## src/rtl/instr_fetch.sv

```systemverilog
// Instruction fetch unit: one outstanding memory read at a time, results buffered in a
// 2-entry {instruction, pc} FIFO. Defining FETCH_TIMEOUT_EN adds a response timeout.
module instr_fetch #(
    parameter int DWIDTH         = 16,
    parameter int IWIDTH         = 16,
    parameter int TIMEOUT_CYCLES = 255
) (
    input  logic              clk,
    input  logic              rst_n,
    input  logic              fetch_en,
    input  logic              flush,
    input  logic [DWIDTH-1:0] pc_in,
    output logic              pc_en_out,
    output logic [1:0]        pc_ctrl_out,
    output logic              mem_req,
    output logic [DWIDTH-1:0] mem_addr,
    input  logic              mem_gnt,
    input  logic              mem_rvalid,
    input  logic [IWIDTH-1:0] mem_rdata,
    output logic              ir_valid,
    output logic [IWIDTH-1:0] ir_data,
    output logic [DWIDTH-1:0] ir_pc,
    input  logic              ir_ready,
    output logic              busy,
    output logic              fetch_err
);

    localparam logic [1:0] ST_IDLE  = 2'd0;
    localparam logic [1:0] ST_REQ   = 2'd1;
    localparam logic [1:0] ST_WAIT  = 2'd2;
    localparam logic [1:0] ST_DRAIN = 2'd3;

    logic [1:0]        state_q, state_d;
    logic [1:0]        count_q, count_d;
    logic [IWIDTH-1:0] data0_q, data0_d, data1_q, data1_d;
    logic [DWIDTH-1:0] addr0_q, addr0_d, addr1_q, addr1_d;
    logic [DWIDTH-1:0] req_pc_q, req_pc_d;
    logic              grant_s, push_s, pop_s, err_s, tmo_hit_s;
    logic              start_idle_s, start_wait_s;
    logic [1:0]        cnt_pop_s, cnt_new_s;

    // Flush overrides every FIFO update and suppresses the PC increment on a grant.
    assign grant_s      = (state_q == ST_REQ) && mem_gnt && !flush;
    assign push_s       = (state_q == ST_WAIT) && mem_rvalid && !flush;
    assign pop_s        = (count_q != 2'd0) && ir_ready && !flush;
    assign cnt_pop_s    = count_q - {1'b0, pop_s};
    assign cnt_new_s    = cnt_pop_s + {1'b0, push_s};
    assign count_d      = flush ? 2'd0 : cnt_new_s;
    assign start_idle_s = fetch_en && !flush && !err_s && (count_q < 2'd2);
    assign start_wait_s = fetch_en && !err_s && (cnt_new_s < 2'd2);

    assign pc_en_out   = grant_s;
    assign pc_ctrl_out = grant_s ? 2'b01 : 2'b00;
    assign mem_req     = (state_q == ST_REQ);
    assign mem_addr    = (state_q == ST_REQ) ? pc_in : {DWIDTH{1'b0}};
    assign ir_valid    = (count_q != 2'd0);
    assign ir_data     = data0_q;
    assign ir_pc       = addr0_q;
    assign busy        = (state_q != ST_IDLE);
    assign fetch_err   = err_s;

`ifdef FETCH_TIMEOUT_EN
    localparam logic [7:0] TMO_LIMIT = TIMEOUT_CYCLES[7:0];

    logic [7:0] tmo_q, tmo_d;
    logic       err_q, err_d;
    logic       waiting_s;

    assign waiting_s = (state_q == ST_WAIT) || (state_q == ST_DRAIN);
    assign tmo_hit_s = waiting_s && !mem_rvalid && !flush && ((tmo_q + 8'd1) == TMO_LIMIT);
    assign err_s     = err_q;

    // Timeout counter runs only while a response is owed; outside WAIT/DRAIN it sits at zero.
    always_comb begin
        tmo_d = 8'd0;
        err_d = err_q;
        if (flush) begin
            tmo_d = 8'd0;
            err_d = 1'b0;
        end else if (tmo_hit_s) begin
            tmo_d = 8'd0;
            err_d = 1'b1;
        end else if (waiting_s && !mem_rvalid) begin
            tmo_d = tmo_q + 8'd1;
            err_d = err_q;
        end else begin
            tmo_d = 8'd0;
            err_d = err_q;
        end
    end

    // Timeout state registers.
    always_ff @(posedge clk or negedge rst_n) begin
        if (!rst_n) begin
            tmo_q <= 8'd0;
            err_q <= 1'b0;
        end else begin
            tmo_q <= tmo_d;
            err_q <= err_d;
        end
    end
`else
    assign tmo_hit_s = 1'b0;
    assign err_s     = 1'b0;
`endif

    // Next-state logic for the fetch sequencer.
    always_comb begin
        state_d  = state_q;
        req_pc_d = grant_s ? pc_in : req_pc_q;
        case (state_q)
            ST_IDLE: begin
                state_d = start_idle_s ? ST_REQ : ST_IDLE;
            end
            ST_REQ: begin
                if (mem_gnt) begin
                    state_d = flush ? ST_DRAIN : ST_WAIT;
                end else begin
                    state_d = flush ? ST_IDLE : ST_REQ;
                end
            end
            ST_WAIT: begin
                if (flush) begin
                    state_d = mem_rvalid ? ST_IDLE : ST_DRAIN;
                end else if (mem_rvalid) begin
                    state_d = start_wait_s ? ST_REQ : ST_IDLE;
                end else if (tmo_hit_s) begin
                    state_d = ST_IDLE;
                end else begin
                    state_d = ST_WAIT;
                end
            end
            ST_DRAIN: begin
                // The response owed to a flushed request is swallowed here; flush alone keeps waiting.
                if (mem_rvalid || tmo_hit_s) begin
                    state_d = ST_IDLE;
                end else begin
                    state_d = ST_DRAIN;
                end
            end
            default: begin
                state_d = ST_IDLE;
            end
        endcase
    end

    // FIFO storage: slot 0 is the head, a pop shifts slot 1 down before any push lands.
    always_comb begin
        data0_d = pop_s ? data1_q : data0_q;
        addr0_d = pop_s ? addr1_q : addr0_q;
        data1_d = data1_q;
        addr1_d = addr1_q;
        if (push_s && (cnt_pop_s == 2'd0)) begin
            data0_d = mem_rdata;
            addr0_d = req_pc_q;
        end else if (push_s) begin
            data1_d = mem_rdata;
            addr1_d = req_pc_q;
        end else begin
            data1_d = data1_q;
            addr1_d = addr1_q;
        end
    end

    // Sequencer and FIFO registers.
    always_ff @(posedge clk or negedge rst_n) begin
        if (!rst_n) begin
            state_q  <= ST_IDLE;
            count_q  <= 2'd0;
            data0_q  <= {IWIDTH{1'b0}};
            data1_q  <= {IWIDTH{1'b0}};
            addr0_q  <= {DWIDTH{1'b0}};
            addr1_q  <= {DWIDTH{1'b0}};
            req_pc_q <= {DWIDTH{1'b0}};
        end else begin
            state_q  <= state_d;
            count_q  <= count_d;
            data0_q  <= data0_d;
            data1_q  <= data1_d;
            addr0_q  <= addr0_d;
            addr1_q  <= addr1_d;
            req_pc_q <= req_pc_d;
        end
    end

endmodule

```

## config.mk

```make
export PLATFORM = sky130hd
export DESIGN_NAME = instr_fetch
export DESIGN_NICKNAME = d
export VERILOG_FILES = /design/src/rtl/instr_fetch.sv
export SDC_FILE = /design/constraint.sdc
export NUM_CORES = 1
export LEC_CHECK = 0
export CAP_MARGIN = 30
export CORE_AREA = 10 10 76 142
export CTS_CLUSTER_SIZE = 20
export DETAILED_ROUTE_END_ITERATION = 10
export DIE_AREA = 0 0 86 152
export PLACE_DENSITY = 0.77
export SYNTH_ARGS = -nofsm -noshare
export SYNTH_HDL_FRONTEND = slang
export SYNTH_SLANG_ARGS = --single-unit
```

## constraint.sdc

```tcl
create_clock -name clk -period 3.36 [get_ports clk]
set_clock_uncertainty 0.05 [all_clocks]
set_input_delay 0.336 -clock clk [delete_from_list [all_inputs] [get_ports clk]]
set_output_delay 0.336 -clock clk [all_outputs]
set_load 0.01 [all_outputs]
```

# Word-level counts from Yosys, hierarchy flattened
# Cells that the tools add are included.
[word_totals]
regBits = 84
elab_cells = 48
[op_classes]
addsub = 2
n_lt_le_gt_ge = 2
eq_ne = 3
muxes = 16
n_bitwise = 1
n_reduce_logical = 17
[ops]
columns = ["cell", "n"]
rows = [
  ["16-bit 2-to-1 mux", 5],
  ["1-bit logical AND", 10],
  ["2-bit 2-to-1 mux", 5],
  ["2-bit one-hot mux with 4 select lines", 1],
  ["2-bit nonzero test", 3],
  ["1-bit 2-to-1 mux", 5],
  ["2-bit equality test, second input constant", 2],
  ["2-bit zero test", 2],
  ["2-bit less-than comparator, second input constant", 2],
  ["2-bit by 1-bit adder with 2-bit output", 1],
  ["2-bit by 1-bit equality test with 1-bit output, second input constant", 1],
  ["2-bit AND reduction", 1],
  ["2-bit by 1-bit subtractor with 2-bit output", 1],
  ["1-bit zero test", 1],
  ["1-bit NOT", 1],
]

# Logic depth before layout (Yosys ltp)
[depth]
ltp_word = 11
ltp_mapped = 9

# Least setup slack after synthesis
# OpenSTA, ideal clock, no wires.
[synth_timing]
path_kind = "register to register"
startpoint = "register count_q[1]"
endpoint = "register addr1_q[0]"
t_arrival_ns = 2.245
t_required_ns = 3.185
path_slack_ns = 0.940
stages_incl_launch_ff = 10
n_path_buf = 3
period_less_slack_ns = 2.420
path_cell_list = "dfrtp_1 > nor2_1 > clkbuf_1 > nor2_1 > ha_1 > xor2_1 > o21ba_1 > buf_6 > buf_8 > mux2_4"
[synth_between]
elab_chain_len = 8
[synth_rtl]
columns = ["element", "line_no", "text"]
rows = [
  ["from (decl)", "34", "logic [1:0] count_q, count_d;"],
  ["from (signal assigned)", "177", "count_q <= count_d;"],
  ["2-bit nonzero test", "45", "assign pop_s = (count_q != 2'd0) && ir_ready && !flush;"],
  ["1-bit logical AND (2 in a row)", "45", ""],
  ["2-bit by 1-bit subtractor with 2-bit output *", "46", "assign cnt_pop_s = count_q - {1'b0, pop_s};"],
  ["2-bit zero test *", "153", "if (push_s && (cnt_pop_s == 2'd0)) begin"],
  ["1-bit logical AND *", "153", ""],
  ["1-bit NOT (no line) *", "--", ""],
  ["2-bit AND reduction (no line) *", "--", ""],
  ["to (signal assigned)", "173", "addr1_q <= {DWIDTH{1'b0}};"],
  ["to (signal assigned)", "181", "addr1_q <= addr1_d;"],
  ["to (decl)", "36", "logic [DWIDTH-1:0] addr0_q, addr0_d, addr1_q, addr1_d;"],
]
# Every way passes the cells marked *; elsewhere a longest branch is shown, timed or not.
# A chain may end at the register's enable or synchronous reset.

# Worst setup path after layout
[layout_timing]
startpoint = "input flush"
endpoint = "register data1_q[2]"
[layout_between]
elab_chain_len = 7
elab_cells_between_ends = 8
cone_classes = "1 x add/sub; 1 x bitwise; 6 x reduce/logical"
[layout_rtl]
columns = ["element", "line_no", "text"]
rows = [
  ["from (decl)", "11", "input logic flush,"],
  ["1-bit zero test *", "44, 45", ""],
  ["1-bit logical AND", "45", ""],
  ["2-bit by 1-bit subtractor with 2-bit output", "46", ""],
  ["2-bit zero test", "153", ""],
  ["1-bit logical AND", "153", ""],
  ["1-bit NOT (no line)", "--", ""],
  ["2-bit AND reduction (no line) *", "--", ""],
  ["to (signal assigned)", "171", "data1_q <= {IWIDTH{1'b0}};"],
  ["to (signal assigned)", "179", "data1_q <= data1_d;"],
  ["to (decl)", "35", "logic [IWIDTH-1:0] data0_q, data0_d, data1_q, data1_d;"],
]
# Marks and branches as above.

==> impl_metrics.py <==
metrics = {
    "run_status": {
        "status": "completed",
    },
    "floorplanning": {
        "top_level_ports": 94,
        "core.rowCount": 48,
        "die_h_microns": 152,
        "start_util_pct": 49.4,
        "core_sq_um": 8590,
        "fp.dieW_microns": 86,
        "die_area_sq_um": 13100,
    },
    "cells_and_area": {
        "final_common_cell": "clkdlybuf4s50_1",
        "area_delta_synth_final_pct": 29.4,
        "nFillCells": 683,
        "fin_util_pct": 63.9,
        "final_layout_size_suffix_gt1_share_pct": 22.8,
        "layout_common_cells": "90 x clkdlybuf4s50_1, 84 x dfrtp_1, 32 x nand3_1, 32 x o21ai_0, 32 x nor4_1",
        "finalNetCount": 465,
        "diodes": 0,
    },
    "clock_tree": {
        "cts-root-buf": "clkbuf_16",
        "cts.sinks": 84,
        "clk_pin_slew_ps": 60,
        "clk_latency_ps": 340,
        "cts_buffers": 9,
        "cts_tree": "built",
        "htreeDepth": 3,
        "clk_path_buf_depth": 2,
    },
    "synth": {
        "synth_edf_count": 0,
        "ys_seq_area_share_pct": 49.6,
        "synth_cells": 345,
        "synth-async-reset-ratio_pct": 100,
        "ys_types": 38,
        "syn_area_per_cell_sq_um": 12.3,
        "ys_seq_elements": 84,
        "ys.flop_type": "dfrtp_1",
        "syn_area_sq_um": 4240,
        "yosys_warnings": 0,
    },
    "timing": {
        "finalMaxSlewViolations": 0,
        "final-setup-viol-count": 0,
        "maxSlewHeadroom_pct": 37.5,
        "hold_viol": 0,
        "finalCritPeriodShare_pct": 79.7,
        "worst_slew_pin_slew_ps": 937,
        "fmax_mhz": 374,
        "rsz0062_at_grt": "no",
        "fin_tns_setup_ps": 0,
        "setup_ws_ps": 683,
        "fin_crit_ps": 2680,
    },
    "placement": {
        "dp_hpwl_mm": 7.68,
        "io_buffer_count": 91,
        "dp_slack_ps": 353,
        "gp_congestion": 0.789,
    },
    "drt": {
        "via_per_inst": 6.10,
        "num_vias": 3228,
        "final_antenna_net_count": 0,
        "first_pass_iters": 4,
        "drc": 0,
        "drt-total-wl_mm": 11.5,
        "drt-initial-drc-count": 298,
        "avgRoutedWirePerCell_microns": 21.8,
    },
    "power_and_ir_drop": {
        "power.switching_mw": 1.50,
        "pwr-share-clk_pct": 21.3,
        "combinationalPowerShare_pct": 39.1,
        "power_density_nw_per_um2": 854,
        "p_sw_share_pct": 32.1,
        "internal_power_mw": 3.18,
        "ir_drop_mv": 0.427,
        "p_seq_share_pct": 39.6,
        "p_leak_nw": 2.20,
    },
    "grt": {
        "grt_max_degree": 75,
        "grt_util_all_layers_pct": 18.0,
        "overflow": 0,
        "grt_use_met2_pct": 30.5,
        "grt_busiest_layer": "met2",
        "grt_util_met3_pct": 5.14,
        "grt_pass1_wl_mm": 19.0,
        "gr-usage-met1_pct": 20.4,
        "grt_pass1_vias": 3539,
        "antenna_found_initial": 0,
    },
    "setup_path": {
        "required_ps": 3530,
        "cp-end-kind": "flip-flop",
        "crit_fanout": 23,
        "reg2reg_from": "count_q[1]",
        "cp_slowest_stage_delay_ps": 640,
        "crit_slowest_cell": "clkdlybuf4s50_1",
        "start_kind": "input pin",
        "path_class": "in2reg",
        "rrSetupSlack_ps": 860,
        "r2r-end": "data1_q[2]",
        "rr_worst_depth": 7,
        "worstPathCellList": "clkdlybuf4s50_1 -> nand2b_1 -> nor2_1 -> ha_1 -> inv_2 -> o21ba_2 -> buf_12 -> mux2_1",
        "arrival_ps": 2850,
    },
    "min_path": {
        "hp-class": "in2async",
    },
    "run": {
        "cap_viol_max_count": 0,
    },
}
==> repair_timing <==
action	CTS	global route
hold endpoints to repair	10	0
hold buffers	1	0
setup buffers	0	0
resized for setup	0	0
==> through the flow <==
step	cells	total power, mW	instance area, sq um	hold WS, ps
4_1_cts	529	4.72	5480	320
3_5_place_dp	512	3.70	5170	142
6_report	529	4.68	5480	331
3_3_place_gp	511	3.63	5140	420
5_1_grt	529	4.93	5480	352
2_1_floorplan	346	2.80	4240	-9.59
==> per-layer routing <==
metal  vias up  part of all wire (%)  wire (microns)
met4         0                   2.0             236
met1      1661                    38            4400
met3        17                   6.2             721
met2       120                    54            6190
li1       1430                     -               -
met5         -                     0               0
==> registers in the layout, indices dropped and copies added, names as in the netlist <==
| register | flops |
|---|---|
| ir_pc | 16 |
| count_q | 2 |
| state_q | 2 |
| addr1_q | 16 |
| req_pc_q | 16 |
| data1_q | 16 |
| ir_data | 16 |
==> synthesized netlist by cell type (2+ instances only) <==
| library cell | number | area, sq um |
|---|---|---|
| o21ai_0 | 32 | 160 |
| a31oi_2 | 30 | 375 |
| inv_1 | 4 | 15.0 |
| buf_2 | 2 | 10.0 |
| clkbuf_1 | 23 | 86.3 |
| nand2b_1 | 2 | 12.5 |
| nor2_1 | 4 | 15.0 |
| mux2_1 | 18 | 203 |
| nor4_1 | 32 | 200 |
| nor2b_1 | 2 | 12.5 |
| buf_6 | 3 | 33.8 |
| a31oi_1 | 2 | 12.5 |
| dfrtp_1 | 84 | 2100 |
| buf_4 | 3 | 22.5 |
| and2_1 | 16 | 100 |
| ha_1 | 2 | 25.0 |
| buf_12 | 3 | 60.1 |
| buf_8 | 3 | 45.0 |
| mux2_4 | 30 | 450 |
| nand3_1 | 32 | 160 |
==> logic make-up after synthesis <==
family          synth area share [%]
flops                           49.6
compound gates                  13.8
fa+ha+maj                      0.590
other cells                   0.0885
mux                             15.6
simple gates                    13.4
buf+inv                         6.52
xor+xnor                       0.413
==> worst max path at each step <==
stage / to / slack (ps) / cells after the start / from
6_report: data1_q[2] / 680 / 8 / flush
4_1_cts: data1_q[2] / 700 / 8 / flush
5_1_grt: ir_pc[1] / 530 / 7 / flush
3_3_place_gp: data1_q[2] / 420 / 8 / flush
2_1_floorplan: addr1_q[0] / 940 / 9 / count_q[1]
3_5_place_dp: ir_pc[1] / 350 / 7 / flush
==> worst max-delay path, delay by kind of cell <==
family | cells | cell delay, ps
fa+ha+maj | 1 | 280
buf+inv | 3 | 1180
mux | 1 | 350
compound gates | 1 | 460
simple gates | 2 | 230
==> power groups by stage <==
stage	logic, mW	clock network (mW)	registers (mW)
after global routing	1.98	1.05	1.91
after detailed placement	1.85	0	1.85
after CTS	1.87	1.01	1.85
after global placement	1.79	0	1.84
after floorplan	0.974	0	1.83
final	1.83	0.997	1.85
==> area by class of cell <==
type	count	area [sq um]	area share, %
sequential	84	2100	38.3
multi-input combinational	220	1890	34.5
timing repair buffer	104	1040	19.0
clock buffer	10	239	4.36
tap	100	125	2.28
clock inverter	6	63.8	1.16
inverter	5	18.8	0.342
(Power assumes the default switching activity.)
